**config.mk**
```make
export PLATFORM = sky130hd
export DESIGN_NAME = multicycle_control_unit
export DESIGN_NICKNAME = d
export VERILOG_FILES = /design/src/rtl/multicycle_control_unit.sv
export SDC_FILE = /design/constraint.sdc
export NUM_CORES = 1
export LEC_CHECK = 0
export BUFFER_PORTS_ARGS = -buffer_cell sky130_fd_sc_hd__buf_4
export CAP_MARGIN = 15
export CORE_UTILIZATION = 35
export CTS_CLUSTER_SIZE = 40
export DETAILED_ROUTE_END_ITERATION = 10
export GPL_TIMING_DRIVEN = 0
export SYNTH_ARGS = -nofsm -noshare
export SYNTH_HDL_FRONTEND = slang
export SYNTH_SLANG_ARGS = --single-unit
```
**constraint.sdc**
```tcl
create_clock -name clk -period 3.1 [get_ports clk]
set_input_delay 0.93 -clock clk [delete_from_list [all_inputs] [get_ports clk]]
set_output_delay 0.93 -clock clk [all_outputs]
set_load 0.02 [all_outputs]
```
**src/rtl/multicycle_control_unit.sv**
```systemverilog
// Multi-cycle RV32I control FSM: FETCH/DECODE/EXEC/MEM/WB/HALT with retire counter.
// Optional memory wait timeout enabled by defining MCU_MEM_TIMEOUT_EN.
module multicycle_control_unit #(
  parameter int ALU_OP_W       = 2,
  parameter int CNT_W          = 32,
  parameter int TIMEOUT_CYCLES = 255
) (
  input  logic                clk,
  input  logic                rst,
  input  logic [6:0]          opcode,
  input  logic [2:0]          funct3,
  input  logic                mem_ready,
  output logic                mem_req,
  output logic                mem_we,
  output logic [1:0]          mem_size,
  output logic                iord,
  output logic                ir_write,
  output logic                pc_write,
  output logic [1:0]          pc_src,
  output logic                branch,
  output logic                alu_src,
  output logic [ALU_OP_W-1:0] alu_op,
  output logic                mem_to_reg,
  output logic                reg_write,
  output logic                lui,
  output logic                auipc,
  output logic                jal,
  output logic                jalr,
  output logic [2:0]          state,
  output logic                halted,
  output logic [CNT_W-1:0]    retire_cnt
);

  typedef enum logic [2:0] {
    S_FETCH  = 3'd0,
    S_DECODE = 3'd1,
    S_EXEC   = 3'd2,
    S_MEM    = 3'd3,
    S_WB     = 3'd4,
    S_HALT   = 3'd5
  } state_t;

  typedef enum logic [3:0] {
    C_NONE, C_R, C_I, C_LOAD, C_STORE,
    C_BRANCH, C_JAL, C_JALR, C_LUI, C_AUIPC
  } cls_t;

  localparam logic [ALU_OP_W-1:0] ALU_ADD = '0;
  localparam logic [ALU_OP_W-1:0] ALU_SUB = ALU_OP_W'(1);
  localparam logic [ALU_OP_W-1:0] ALU_FN  = ALU_OP_W'(2);

  state_t           r_state;
  state_t           w_next;
  cls_t             r_cls;
  cls_t             w_dec_cls;
  logic             r_halted;
  logic [CNT_W-1:0] r_cnt;
  logic             w_retire;
  logic             w_tmo;
  logic             w_unused;

  assign w_unused = funct3[2];

  always_comb begin
    unique case (opcode)
      7'b0110011: w_dec_cls = C_R;
      7'b0010011: w_dec_cls = C_I;
      7'b0000011: w_dec_cls = C_LOAD;
      7'b0100011: w_dec_cls = C_STORE;
      7'b1100011: w_dec_cls = C_BRANCH;
      7'b1101111: w_dec_cls = C_JAL;
      7'b1100111: w_dec_cls = C_JALR;
      7'b0110111: w_dec_cls = C_LUI;
      7'b0010111: w_dec_cls = C_AUIPC;
      default:    w_dec_cls = C_NONE;
    endcase
  end

`ifdef MCU_MEM_TIMEOUT_EN
  localparam int TW = $clog2(TIMEOUT_CYCLES + 1);
  logic [TW-1:0] r_wait;
  logic          w_busy;

  assign w_busy = (r_state == S_FETCH) || (r_state == S_MEM);
  // Fault on the TIMEOUT_CYCLES-th consecutive unanswered cycle.
  assign w_tmo  = w_busy && !mem_ready &&
                  (r_wait == TW'(TIMEOUT_CYCLES - 1));

  always_ff @(posedge clk) begin
    if (rst || !w_busy || mem_ready) r_wait <= '0;
    else                             r_wait <= r_wait + 1'b1;
  end
`else
  localparam int UNUSED_TMO = TIMEOUT_CYCLES;
  assign w_tmo = 1'b0;
`endif

  always_comb begin
    w_next   = r_state;
    w_retire = 1'b0;
    case (r_state)
      S_FETCH: begin
        if (mem_ready)  w_next = S_DECODE;
        else if (w_tmo) w_next = S_HALT;
      end
      S_DECODE: w_next = (w_dec_cls == C_NONE) ? S_HALT : S_EXEC;
      S_EXEC: begin
        if (r_cls == C_LOAD || r_cls == C_STORE) begin
          w_next = S_MEM;
        end else if (r_cls == C_BRANCH) begin
          w_next   = S_FETCH;
          w_retire = 1'b1;
        end else begin
          w_next = S_WB;
        end
      end
      S_MEM: begin
        if (mem_ready) begin
          w_next   = (r_cls == C_LOAD) ? S_WB : S_FETCH;
          w_retire = (r_cls != C_LOAD);
        end else if (w_tmo) begin
          w_next = S_HALT;
        end
      end
      S_WB: begin
        w_next   = S_FETCH;
        w_retire = 1'b1;
      end
      default: w_next = S_HALT;
    endcase
  end

  always_ff @(posedge clk) begin
    if (rst) begin
      r_state  <= S_FETCH;
      r_cls    <= C_NONE;
      r_halted <= 1'b0;
      r_cnt    <= '0;
    end else begin
      r_state <= w_next;
      if (r_state == S_DECODE) r_cls <= w_dec_cls;
      if (w_next == S_HALT)    r_halted <= 1'b1;
      if (w_retire)            r_cnt <= r_cnt + 1'b1;
    end
  end

  always_comb begin
    mem_req    = 1'b0;
    mem_we     = 1'b0;
    mem_size   = 2'b00;
    iord       = 1'b0;
    ir_write   = 1'b0;
    pc_write   = 1'b0;
    pc_src     = 2'b00;
    branch     = 1'b0;
    alu_src    = 1'b0;
    alu_op     = ALU_ADD;
    mem_to_reg = 1'b0;
    reg_write  = 1'b0;
    lui        = 1'b0;
    auipc      = 1'b0;
    jal        = 1'b0;
    jalr       = 1'b0;
    if (!rst) begin
      case (r_state)
        S_FETCH: begin
          mem_req  = 1'b1;
          mem_size = 2'b10;
          ir_write = mem_ready;
          pc_write = mem_ready;
        end
        S_EXEC: begin
          unique case (1'b1)
            r_cls == C_R:      alu_op = ALU_FN;
            r_cls == C_I: begin
              alu_op  = ALU_FN;
              alu_src = 1'b1;
            end
            r_cls == C_LOAD,
            r_cls == C_STORE:  alu_src = 1'b1;
            r_cls == C_BRANCH: begin
              alu_op = ALU_SUB;
              branch = 1'b1;
              pc_src = 2'b01;
            end
            r_cls == C_JAL: begin
              jal      = 1'b1;
              pc_write = 1'b1;
              pc_src   = 2'b01;
            end
            r_cls == C_JALR: begin
              jalr     = 1'b1;
              alu_src  = 1'b1;
              pc_write = 1'b1;
              pc_src   = 2'b10;
            end
            r_cls == C_LUI:    lui = 1'b1;
            r_cls == C_AUIPC: begin
              auipc   = 1'b1;
              alu_src = 1'b1;
            end
            default: ;
          endcase
        end
        S_MEM: begin
          mem_req  = 1'b1;
          iord     = 1'b1;
          mem_we   = (r_cls == C_STORE);
          mem_size = funct3[1:0];
        end
        S_WB: begin
          reg_write  = 1'b1;
          mem_to_reg = (r_cls == C_LOAD);
          lui        = (r_cls == C_LUI);
          auipc      = (r_cls == C_AUIPC);
          jal        = (r_cls == C_JAL);
          jalr       = (r_cls == C_JALR);
        end
        default: ;
      endcase
    end
  end

  assign state      = rst ? 3'd0 : r_state;
  assign halted     = r_halted && !rst;
  assign retire_cnt = rst ? '0 : r_cnt;

endmodule
```
==> results.json <==
{
  "synth_area_um2": 2556,
  "yosysWarnings": 0,
  "start_util": 0.3701,
  "synth_area_leaders": "dfxtp_1 31%, nor2b_1 8.3%, a21oi_1 6.7%, nor2_1 5.3%, nand3_1 3.9%",
  "cts_sinks": 40,
  "synth_top_area_frac": 0.3133,
  "drive_gt1_frac": 0.2295,
  "avgSynthCellArea_um2": 7.474,
  "async_flop_share": 0,
  "fill_cells": 736,
  "wl_per_cell_um": 14.03,
  "tightest_slew_ps": 591.5,
  "yosys.area.top_type": "dfxtp_1",
  "grt.overflow.total": 0,
  "cpMostUsedCell": "buf_4",
  "syn_to_final_growth_pct": 27.61,
  "place_inst": 503,
  "power_frac_clock": 0.359,
  "maxSlewViolCount": 0,
  "final.setup_skew_ps": 8.662,
  "p_seq_frac": 0.514,
  "hold_class": "flop to flop",
  "fin_cells": 510,
  "postCtsSetupRepairBufs": 0,
  "route.detailed.drc": 0,
  "finalCriticalPeriod_ps": 2958,
  "finalHoldViolCount": 0,
  "grt_usage": 0.1921,
  "grt_max_degree": 16,
  "p_int_mw": 0.7449,
  "clk_latency_ps": 290,
  "wirelength_um": 7156,
  "crit_path_end_kind": "output port",
  "power_density_nw_per_um2": 312.3,
  "critPathMaxStageDelay_ps": 420,
  "arrival_ps": 2030,
  "antenna_found_initial": 0,
  "diodes": 0,
  "vdd_drop_max_mv": 0.2264,
  "htreeDepth": 2,
  "setup_violations": 0,
  "vias": 2700,
  "via_per_inst": 5.294,
  "cts_tree": "done",
  "dpl_worst_slack_ps": -630.1,
  "synthCells": 342,
  "place.gp.congestion": 0.8612,
  "cap_violations": 0,
  "ant_nets": 0,
  "synth_most_common_cell": "dfxtp_1",
  "dieHeight_um": 87.46,
  "critPathLaunchType": "primary input",
  "netSwitchingPower_mw": 0.2740,
  "ys_seq_area_frac": 0.3133,
  "synth.distinct_cells": 47,
  "path_class": "primary input to output port",
  "clockBufferDepth": 2,
  "dp_hpwl_um": 5352,
  "ioPinCount": 68,
  "postSynthNetCount": 356,
  "synth_seq_cells": 40,
  "placed_area_um2": 3171,
  "power_mw": 1.019,
  "cp_max_fo": 15,
  "rsz0062_at_grt": "no",
  "cp.required_ps": 2170,
  "nets": 427,
  "fp.dieW_um": 87.46,
  "combPwrFrac": 0.127,
  "drt_iter0_markers": 170,
  "core_um2": 6907,
  "postCtsHoldBufs": 0,
  "slew_headroom": 0.6056,
  "synth-edff-count": 0,
  "whs_ps": 494.6,
  "cp_slowest_cell": "or3_1",
  "swShare": 0.2689,
  "root_buffer": "clkbuf_8",
  "first_pass_iters": 4,
  "status": "finished, final reports clean",
  "leakage_nw": 1.236,
  "synth.top_cells.by_count": "40 x dfxtp_1, 36 x nor2_1, 34 x a21oi_1, 34 x nor2b_1, 25 x nand2_1",
  "fmax_ghz": 0.3381,
  "design_area_um2": 3262,
  "ys.flop_type": "dfxtp_1",
  "cp_cell_sequence": "buf_4 > or3_1 > nor4b_1 > buf_4",
  "rows": 30,
  "die_area_um2": 7649,
  "grt_pass1_vias": 2473,
  "layout_setup_ws_ps": 142.4,
  "cts_inserted_buffers": 5,
  "portBuffers": 65,
  "finalCritPeriodShare": 0.9541,
  "clk_pin_slew_ps": 70,
  "grt_pass1_wl_um": 11450
}
==> per-stage QoR <==
| stage | setup TNS [ps] | utilization |
|---|---|---|
| 2_1_floorplan | 0 | - |
| 4_1_cts | 0 | 0.4721 |
| 5_1_grt | 0 | 0.4723 |
| 6_report | 0 | 0.4723 |
| 3_5_place_dp | -3430 | 0.4591 |
| 3_3_place_gp | -3324 | 0.4591 |
==> registers in the layout (all words and copies together) (netlist names) <==
name	count
r_cnt	32
r_cls	4
r_state	3
r_halted	1
==> final timing paths <==
check	cells after the start	start	to	slack, ps
setup reg to reg	8	r_cls[3]	r_cnt[12]	750
hold reg to reg	2	r_cnt[29]	r_cnt[29]	490
setup / recovery	4	rst	auipc	140
hold / removal	2	r_cnt[29]	r_cnt[29]	490
==> worst max-delay path, delay by kind of cell <==
kind          cells  cell delay [ps]
buf+inv           2              360
simple gates      2              730
==> routing by layer <==
metal	up-vias	part of all wire	global-route usage
met5	-	0	0
met1	1240	0.50	0.2727
li1	1373	-	-
met2	80	0.43	0.2990
met4	0	0.0084	0.05514
met3	7	0.057	0.03033
==> layout make-up <==
| type | instances | area, um^2 | area share |
|---|---|---|---|
| buffer | 21 | 95.09 | 0.02915 |
| multi-input combinational | 275 | 1647 | 0.5048 |
| tap | 96 | 120.1 | 0.03682 |
| clock inverter | 2 | 10.01 | 0.003069 |
| clock buffer | 6 | 82.58 | 0.02532 |
| sequential | 40 | 800.8 | 0.2455 |
| timing repair buffer | 65 | 488.0 | 0.1496 |
| inverter | 5 | 18.77 | 0.005754 |
==> power by group through the flow <==
| stage | Clock [mW] | Combinational [mW] | Sequential, mW |
|---|---|---|---|
| after floorplan | 0 | 0.0807 | 0.535 |
| after global placement | 0 | 0.127 | 0.536 |
| after detailed placement | 0 | 0.129 | 0.536 |
| after CTS | 0.376 | 0.128 | 0.524 |
| after global routing | 0.396 | 0.142 | 0.525 |
| final | 0.366 | 0.129 | 0.524 |
==> cells in the final DEF, fill, tap and decap left out, types with 2 or more instances in the layout <==
master	instances
a211oi_1	4
a21boi_0	2
a21o_1	3
a21oi_1	34
and2_1	3
and3_1	11
and4_1	5
buf_2	6
buf_4	67
clkbuf_1	12
clkbuf_8	6
clkinv_2	2
dfxtp_1	40
inv_1	5
mux2_2	7
mux2i_1	2
nand2_1	25
nand2b_1	6
nand3_1	20
nand3b_1	3
nand4_1	5
nand4b_1	4
nor2_1	36
nor2b_1	34
nor3_1	7
nor3b_1	2
nor4_1	3
o21ai_0	12
o31ai_1	8
or3_1	8
or4_1	5
xnor2_1	8
xor2_1	2
==> kinds of logic after synthesis <==
family	Yosys count	synth area share
simple gates	183	0.3955
compound gates	72	0.1684
flops	40	0.3133
buf+inv	27	0.04503
xor+xnor	10	0.03427
mux	9	0.03867
fa+ha+maj	1	0.004894
==> repair_timing <==
| item | 4_1_cts | 5_1_grt |
|---|---|---|
| resized for setup | 1 | 1 |
| hold endpoints to repair | 0 | 0 |
| endpoints found under the setup margin | 22 | 4 |
Note: power is estimated with default switching activity, not from simulation.
